--- src/rtl/qar_irq_ctrl.sv ---
// -----------------------------------------------------------------------------
// qar_irq_ctrl
//
// External interrupt controller feeding qar_core's irq_external /
// irq_external_ack pair. It aggregates NUM_SRC asynchronous peripheral
// interrupt lines, latches pending events and applies a software enable mask.
// A non-nested claim/complete handshake tells the handler which source fired
// and lets it retire that source.
//
// Parameters:
//   NUM_SRC    number of sources (1..31); source IDs are 1..NUM_SRC, 0 = none
//   EDGE_MASK  per-source trigger mode, 1 = rising edge, 0 = level high
//
// Ports:
//   clk               single clock, rising edge
//   rst_n             synchronous active-low reset
//   src_irq           raw asynchronous peripheral interrupt lines
//   reg_valid/reg_we  register access request / write strobe
//   reg_addr          byte address, word offset taken from [4:2]
//   reg_wdata         write data
//   reg_ready         access complete (zero wait states, follows reg_valid)
//   reg_rdata         read data (0 unless a read is presented)
//   irq_external      interrupt request to the core
//   irq_external_ack  acknowledge level from the core, rising edge = claim
//
// Register map (word offset):
//   0 PENDING   read bitmap, write-1-to-clear
//   1 ENABLE    read/write mask
//   2 CLAIM     read-only ID of the source in service, 0 if none
//   3 COMPLETE  write the in-service ID to retire it
//   4 INSERVICE read-only in-service bitmap
//   5..7        read 0, writes ignored
// -----------------------------------------------------------------------------
module qar_irq_ctrl #(
   parameter int                 NUM_SRC   = 8,
   parameter logic [NUM_SRC-1:0] EDGE_MASK = {NUM_SRC{1'b1}}
) (
   input  logic               clk,
   input  logic               rst_n,
   input  logic [NUM_SRC-1:0] src_irq,
   input  logic               reg_valid,
   input  logic               reg_we,
   input  logic [31:0]        reg_addr,
   input  logic [31:0]        reg_wdata,
   output logic               reg_ready,
   output logic [31:0]        reg_rdata,
   output logic               irq_external,
   input  logic               irq_external_ack
);

   localparam logic [NUM_SRC-1:0] ZERO_SRC       = {NUM_SRC{1'b0}};
   localparam logic [2:0]         ADDR_PENDING   = 3'd0;
   localparam logic [2:0]         ADDR_ENABLE    = 3'd1;
   localparam logic [2:0]         ADDR_CLAIM     = 3'd2;
   localparam logic [2:0]         ADDR_COMPLETE  = 3'd3;
   localparam logic [2:0]         ADDR_INSERVICE = 3'd4;

   // Registered state
   logic [NUM_SRC-1:0] s1_q, s1_d;
   logic [NUM_SRC-1:0] s2_q, s2_d;
   logic [NUM_SRC-1:0] s3_q, s3_d;
   logic               ack_q, ack_d;
   logic [1:0]         warm_q, warm_d;
   logic [NUM_SRC-1:0] pending_q, pending_d;
   logic [NUM_SRC-1:0] enable_q, enable_d;
   logic [NUM_SRC-1:0] inservice_q, inservice_d;
   logic [4:0]         claim_q, claim_d;

   // Combinational helpers
   logic [NUM_SRC-1:0] eligible_s;
   logic               irq_req_s;
   logic               wr_s;
   logic [2:0]         addr_s;
   logic               claim_fire_s;
   logic               complete_s;
   logic               win_found_s;
   logic [4:0]         win_id_s;
   logic [NUM_SRC-1:0] win_onehot_s;
   logic [NUM_SRC-1:0] claim_bits_s;
   logic [NUM_SRC-1:0] edge_set_s;
   logic [NUM_SRC-1:0] level_set_s;
   logic [NUM_SRC-1:0] w1c_s;
   logic               unused_s;

   assign unused_s = ^{reg_addr[31:5], reg_addr[1:0]};

   assign wr_s       = reg_valid && reg_we;
   assign addr_s     = reg_addr[4:2];
   assign eligible_s = pending_q & enable_q;

   // Requests are only raised when nothing is in service (non-nested claims);
   // held low while reset is asserted, even before the first reset edge.
   assign irq_req_s    = rst_n && (|eligible_s) && (inservice_q == ZERO_SRC);
   assign irq_external = irq_req_s;
   assign reg_ready    = reg_valid;

   // A claim needs a fresh ack rising edge while a request is being presented.
   assign claim_fire_s = irq_external_ack && !ack_q && irq_req_s;

   // COMPLETE only retires the ID currently in service; anything else is dropped.
   assign complete_s = wr_s && (addr_s == ADDR_COMPLETE) && (claim_q != 5'd0) &&
                       (reg_wdata == {27'd0, claim_q});

   // Lowest-index eligible source wins the claim.
   always_comb begin
      win_found_s  = 1'b0;
      win_id_s     = 5'd0;
      win_onehot_s = ZERO_SRC;
      for (int i = 0; i < NUM_SRC; i++) begin
         if (eligible_s[i] && !win_found_s) begin
            win_found_s     = 1'b1;
            win_id_s        = 5'(i + 1);
            win_onehot_s[i] = 1'b1;
         end else begin
            win_found_s = win_found_s;
         end
      end
   end

   // Next-state logic for synchronizers, pending, enable and claim state.
   always_comb begin
      s1_d  = src_irq;
      s2_d  = s1_q;
      s3_d  = s2_q;
      ack_d = irq_external_ack;

      // warm_q counts the post-reset edges until s3 holds real samples; the
      // reset-cleared pipeline must not look like a rising edge on a line that
      // was already high.
      warm_d = (warm_q == 2'd3) ? 2'd3 : (warm_q + 2'd1);

      claim_bits_s = claim_fire_s ? win_onehot_s : ZERO_SRC;
      edge_set_s   = (warm_q == 2'd3) ? (s2_q & ~s3_q & EDGE_MASK) : ZERO_SRC;
      // A level source being claimed this edge counts as in service, otherwise
      // the set-wins rule would leave it pending behind its own claim.
      level_set_s  = s2_q & ~EDGE_MASK & ~(inservice_q | claim_bits_s);
      w1c_s        = (wr_s && (addr_s == ADDR_PENDING)) ? reg_wdata[NUM_SRC-1:0] : ZERO_SRC;

      // Set events win over claim-clear and W1C on the same edge.
      pending_d = (pending_q & ~(claim_bits_s | w1c_s)) | edge_set_s | level_set_s;

      enable_d = (wr_s && (addr_s == ADDR_ENABLE)) ? reg_wdata[NUM_SRC-1:0] : enable_q;

      // Claim and complete are mutually exclusive: a claim needs inservice
      // empty, a complete needs it occupied.
      if (complete_s) begin
         inservice_d = ZERO_SRC;
         claim_d     = 5'd0;
      end else if (claim_fire_s) begin
         inservice_d = win_onehot_s;
         claim_d     = win_id_s;
      end else begin
         inservice_d = inservice_q;
         claim_d     = claim_q;
      end
   end

   // Read mux: combinational from registers, zero unless a read is presented.
   always_comb begin
      reg_rdata = 32'd0;
      if (rst_n && reg_valid && !reg_we) begin
         case (addr_s)
            ADDR_PENDING:   reg_rdata = 32'(pending_q);
            ADDR_ENABLE:    reg_rdata = 32'(enable_q);
            ADDR_CLAIM:     reg_rdata = 32'(claim_q);
            ADDR_INSERVICE: reg_rdata = 32'(inservice_q);
            default:        reg_rdata = 32'd0;
         endcase
      end else begin
         reg_rdata = 32'd0;
      end
   end

   // State registers with synchronous active-low reset.
   always_ff @(posedge clk) begin
      if (!rst_n) begin
         s1_q        <= ZERO_SRC;
         s2_q        <= ZERO_SRC;
         s3_q        <= ZERO_SRC;
         ack_q       <= 1'b0;
         warm_q      <= 2'd0;
         pending_q   <= ZERO_SRC;
         enable_q    <= ZERO_SRC;
         inservice_q <= ZERO_SRC;
         claim_q     <= 5'd0;
      end else begin
         s1_q        <= s1_d;
         s2_q        <= s2_d;
         s3_q        <= s3_d;
         ack_q       <= ack_d;
         warm_q      <= warm_d;
         pending_q   <= pending_d;
         enable_q    <= enable_d;
         inservice_q <= inservice_d;
         claim_q     <= claim_d;
      end
   end

endmodule

--- config.mk ---
export PLATFORM = sky130hd
export DESIGN_NAME = qar_irq_ctrl
export DESIGN_NICKNAME = d
export VERILOG_FILES = /design/src/rtl/qar_irq_ctrl.sv
export SDC_FILE = /design/constraint.sdc
export NUM_CORES = 1
export LEC_CHECK = 0
export CORE_MARGIN = 5
export CORE_UTILIZATION = 38
export CTS_CLUSTER_DIAMETER = 60
export DETAILED_ROUTE_END_ITERATION = 12
export GPL_TIMING_DRIVEN = 1
export HOLD_SLACK_MARGIN = 0.05
export MAX_ROUTING_LAYER = met4
export PLACE_DENSITY = 0.81
export SYNTH_ARGS = -nofsm -noshare
export SYNTH_HDL_FRONTEND = slang
export SYNTH_SLANG_ARGS = --single-unit
--- constraint.sdc ---
create_clock -name clk -period 2.06 [get_ports clk]
set_input_delay 0.412 -clock clk [delete_from_list [all_inputs] [get_ports clk]]
set_output_delay 0.412 -clock clk [all_outputs]
set_load 0.03 [all_outputs]
==> results of run 1 <==
kinds of logic after synthesis:
| logic type | count (synthesis) |
|---|---|
| xor gates and xnor gates | 3 |
| muxes | 16 |
| other | 1 |
| and+or+nand+nor | 131 |
| buffers and inverters | 39 |
| adders and majority gates | 1 |
| AOI/OAI and AO/OA | 46 |
| DFF | 54 |
through the flow:
step / setup TNS, ps / utilization, %
final: -131.1 / 50.88
after global routing: -289.6 / 50.88
after CTS: -106.7 / 50.88
after detailed placement: -6745 / 49.26
after global placement: -5891 / 49.26
after floorplan: -284.2 / -
cells in the mapped netlist (2+ instances only):
master / count / share of area, %
buf_4: 25 / 7.2
clkbuf_1: 9 / 1.3
a2bb2oi_1: 4 / 1.3
and2_1: 26 / 6.3
nand2_1: 21 / 3.0
nor2b_1: 13 / 3.1
nor3_1: 3 / 0.58
a22oi_1: 3 / 0.87
nand4_1: 3 / 0.72
nor4_1: 8 / 1.9
buf_2: 2 / 0.39
xnor2_1: 2 / 0.68
nand3_1: 18 / 3.5
mux2i_1: 16 / 6.2
o22ai_1: 7 / 1.7
or3_1: 2 / 0.48
a31oi_1: 4 / 0.96
inv_1: 2 / 0.29
o21a_1: 8 / 2.3
nor2_1: 25 / 3.6
a21boi_1: 2 / 0.58
dfxtp_1: 54 / 42
a21oi_1: 8 / 1.5
state kept, by name (all words and copies together) (netlist names):
name	count
pending_q	8
enable_q	8
s2_q	8
warm_q	2
ack_q	1
inservice_q	7
s1_q	8
claim_q	4
s3_q	8
power by group:
part           leakage (nW)  switching, mW  internal (mW)
combinational         0.877          0.140          0.139
clock                0.0489          0.340          0.278
sequential            0.440         0.0182           1.07
routing by layer:
layer  vias to the layer above  part of all wire (%)
li1                       1112                     -
met4                         0                   1.6
met1                      1044                    41
met3                         9                   9.0
met5                         -                     0
met2                        97                    48
critical path, stage by stage:
cell	delay [ps]
buf_6	90
maj3_2	290
or3_4	330
or2_4	310
nor2_4	100
buf_6	130
cell type report:
class                           instances  area [µm²]  share of cell area (%)
Multi-Input combinational cell        221        1390                   40.67
Timing Repair Buffer                   80       744.5                   21.78
Inverter                                2       7.507                  0.2196
Clock buffer                            7       86.33                   2.526
Sequential cell                        54        1081                   31.63
Clock inverter                          1       8.758                  0.2562
Tap cell                               80       100.1                   2.928
final timing paths:
check / from / endpoint / slack [ps] / depth (start not counted)
min reg2reg: s3_q[3] / pending_q[3] / 410 / 1
max: reg_addr[4] / reg_rdata[7] / -40 / 6
min: s3_q[3] / pending_q[3] / 410 / 1
max reg2reg: claim_q[3] / pending_q[1] / 380 / 5
repair_timing:
action,4_1_cts,5_1_grt
gates cloned,0,0
hold buffers,0,0
pin swaps,4,2
setup endpoints to repair,9,4
endpoints found under the hold margin,0,0
resized for setup,23,0
==> impl_metrics.tcl, run 1 <==
set metrics [dict create \
    setup_violations 4 \
    dr.pass1.iters 4 \
    port_buffers 57 \
    htreeDepth 2 \
    fin_skew_ps 8.738 \
    maxCapViolCount 0 \
    path_clk_slew_ps 90 \
    ys_seq_area_share_pct 41.66 \
    area_growth_pct 31.73 \
    synth_adder_area_share_pct 0.4339 \
    crit_fanout 4 \
    finalWirelength_um 6499 \
    cts-root-buf "clkbuf_8" \
    grtUsageMet3_pct 3.574 \
    finalWeightedCongestion 0.9431 \
    synth_ff_type "dfxtp_1" \
    routed-via-count 2262 \
    ctsLongestPathBuffers 2 \
    drtAntennaViolNets 0 \
    synth_cells 291 \
    end_kind "primary output" \
    synthSimpleGateAreaFrac_pct 28.30 \
    hold_viol 0 \
    worstPathArrival_ps 1690 \
    status "finished with violations" \
    io_pins 111 \
    synth_xor_area_share_pct 1.013 \
    rows 30 \
    async_reset_ff_share_pct 0 \
    track_usage_pct 15.57 \
    nNetsFinal 441 \
    fin_ws_ps -37.88 \
    busiest_layer "met2" \
    synth_compound_area_share_pct 12.92 \
    hold_slack_ps 409.8 \
    power_density_nw_per_um2 580.9 \
    dp.cells 437 \
    slew_viol_final 0 \
    crit_type "in2out" \
    coreArea_um2 6719 \
    peakVddDrop_mv 0.3310 \
    wl_per_cell_um 14.60 \
    syn-mean-instance-area_um2 8.917 \
    grt_overflow 0 \
    post_cts_buffers 0 \
    num_antenna_cells 0 \
    ys_ff_latch 54 \
    critical_path_required_ps 1650 \
    via_per_inst 5.083 \
    synth_top_family_by_area "simple AND/OR/NAND/NOR gates" \
    antenna_found_initial 0 \
    die_h_um 92.64 \
    fin_area_um2 3418 \
    cp-start-kind "primary input" \
    fin_cells 445 \
    power.leakage_nw 1.367 \
    start_util_pct 38.62 \
    numClockSinks 54 \
    synth.distinct_cells 49 \
    dp_hpwl_um 5102 \
    use_met1_pct 18.62 \
    synth-edff-count 0 \
    fin_crit_sh_pct 101.8 \
    synth_area_um2 2595 \
    synth_warnings 0 \
    placed_area_um2 3309 \
    post-route-min-period_ps 2098 \
    cts_tree "yes" \
    die_w_um 92.64 \
    drive_gt1_share_pct 16.16 \
    met2_usage_pct 25.74 \
    dpl_worst_slack_ps -480.8 \
    fill_cells 640 \
    clkLatencyLatePin_ps 310 \
    grt_start_max_net_pins 41 \
    cts_buffers 5 \
    max_freq_mhz 476.7 \
    drc 0 \
    grt_pass1_wl_um 10410 \
    grt_pass1_vias 2238 \
    drt_iter0_markers 140 \
    hold_path_class "reg2reg" \
    synthMuxAreaShare_pct 6.172 \
    violations "setup timing" \
    rsz0062_at_grt "yes" \
    die_area_um2 8581 \
    final_cell_mix "dfxtp_1 (54), clkdlybuf4s50_1 (41), buf_4 (29)" \
    final_common_cell "dfxtp_1" \
    fin_total_pwr_mw 1.986 \
]
Power figures use the tool's default switching activity.
==> inputs of run 2 (changes only) <==
--- a/config.mk
+++ b/config.mk
@@ -7,6 +7,7 @@
 export LEC_CHECK = 0
 export CORE_MARGIN = 5
 export CORE_UTILIZATION = 38
+export CTS_BUF_LIST = sky130_fd_sc_hd__clkbuf_4 sky130_fd_sc_hd__clkbuf_8 sky130_fd_sc_hd__clkbuf_16
 export CTS_CLUSTER_DIAMETER = 60
 export DETAILED_ROUTE_END_ITERATION = 12
 export GPL_TIMING_DRIVEN = 1
==> impl_metrics.tcl, run 2 (synthesis gave the netlist of run 1 again) <==
set metrics [dict create \
    worstHoldStart "s3_q[3]" \
    fin_cells 445 \
    whs_path_depth 1 \
    track_usage_pct 15.57 \
    end_kind "primary output" \
    io_pins 111 \
    power.leakage_nw 1.370 \
    nNetsFinal 441 \
    critical_path.most_common_cell "buf_6" \
    grt_overflow 0 \
    htreeDepth 2 \
    critical_path_required_ps 1650 \
    rr_startpoint "claim_q[3]" \
    setup_violations 4 \
    post-route-min-period_ps 2098 \
    coreArea_um2 6719 \
    antenna_found_initial 0 \
    worst-path-buf-inv 2 \
    cp-start-kind "primary input" \
    hold_viol 0 \
    drc 0 \
    r2r-end "pending_q[1]" \
    fin_skew_ps 8.932 \
    critPathTopFamily "simple AND/OR/NAND/NOR gates" \
    cts-root-buf "clkbuf_8" \
    die_h_um 92.64 \
    drtAntennaViolNets 0 \
    fin_ws_ps -37.88 \
    wl_per_cell_um 14.59 \
    ctsLongestPathBuffers 2 \
    slew_viol_final 0 \
    port_buffers 57 \
    worstPathArrival_ps 1690 \
    start_util_pct 38.62 \
    die_area_um2 8581 \
    drt_iter0_markers 137 \
    grt_pass1_vias 2238 \
    dr.pass1.iters 4 \
    die_w_um 92.64 \
    final_common_cell "dfxtp_1" \
    crit_fanout 4 \
    crit_chain "buf_6, maj3_2, or3_4, or2_4, nor2_4, buf_6" \
    peakVddDrop_mv 0.3310 \
    status "finished with violations" \
    rsz0062_at_grt "yes" \
    finalWirelength_um 6493 \
    slowest_delay_ps 330 \
    num_antenna_cells 0 \
    holdBufCountCts 0 \
    violations "setup timing" \
    max_freq_mhz 476.7 \
    finalWeightedCongestion 0.9431 \
    rrSetupSlack_ps 380 \
    crit_type "in2out" \
    final_cell_mix "dfxtp_1 (54), clkdlybuf4s50_1 (41), buf_4 (29)" \
    routed-via-count 2257 \
    path_clk_slew_ps 90 \
    drive_gt1_share_pct 16.44 \
    numClockSinks 54 \
    dp_hpwl_um 5102 \
    via_per_inst 5.072 \
    cts_buffers 5 \
    multi_input_area_um2 1390 \
    dp.cells 437 \
    whs_endpoint "pending_q[3]" \
    area_growth_pct 31.87 \
    cp_slowest_cell "or3_4" \
    grt_pass1_wl_um 10410 \
    utilization_pct 50.93 \
    post_cts_buffers 0 \
    regArea_um2 1081 \
    rows 30 \
    fill_cells 638 \
    clkLatencyLatePin_ps 310 \
    power_density_nw_per_um2 584.1 \
    hold_path_class "reg2reg" \
    grt_start_max_net_pins 41 \
    fin_crit_sh_pct 101.8 \
    maxCapViolCount 0 \
    fin_total_pwr_mw 1.999 \
    cts_tree "yes" \
    r2r_cells 5 \
]
[run 2: cell types whose count changed in the layout (fill, tap and decap cells not counted)]
cell	change
clkbuf_4	+1
clkbuf_1	-1
[run 2: routing by layer]
layer / up-vias / global-route usage [%] / part of all wire [%]
li1: 1112 / - / -
met1: 1041 / 18.62 / 41
met2: 95 / 25.74 / 48
met3: 9 / 3.574 / 8.9
met4: 0 / 5.617 / 1.6
met5: - / - / 0
[run 2: power breakdown]
part | internal [mW] | switching, mW
Combinational | 0.139 | 0.140
Sequential | 1.07 | 0.0182
Clock | 0.291 | 0.340
[run 2: how the worst max path moves through the flow]
stage / cells after the start / from / slack, ps / end
2_1_floorplan: 5 / reg_addr[2] / -70 / reg_rdata[4]
3_3_place_gp: 6 / reg_addr[4] / -450 / reg_rdata[5]
3_5_place_dp: 6 / reg_addr[4] / -480 / reg_rdata[7]
4_1_cts: 6 / reg_addr[4] / -50 / reg_rdata[6]
5_1_grt: 6 / reg_addr[4] / -80 / reg_rdata[6]
6_report: 6 / reg_addr[4] / -40 / reg_rdata[7]
[run 2: metrics by stage]
| stage | area, µm² | setup WS (ps) | setup TNS (ps) | hold slack (ps) |
|---|---|---|---|---|
| after global routing | 3422 | -78.83 | -289.6 | 426.8 |
| after global placement | 3309 | -450.6 | -5891 | 391.1 |
| after detailed placement | 3309 | -480.8 | -6745 | 395.5 |
| after floorplan | 2730 | -66.58 | -284.2 | 382.1 |
| after CTS | 3422 | -50.54 | -106.7 | 409.2 |
| final | 3422 | -37.88 | -131.1 | 409.8 |
[run 2: layout make-up]
cell class / instances / share of cell area [%]
multi-input cells: 221 / 40.62
flip-flops and latches: 54 / 31.59
repair buffers: 80 / 21.76
well taps: 80 / 2.925
clock buffers: 7 / 2.633
clock inverters: 1 / 0.2559
inverters: 2 / 0.2194
[run 2: timing repair]
item,in CTS,in global routing
pin swaps,4,2
endpoints found under the setup margin,9,4
gates cloned,0,0
resized for setup,23,0
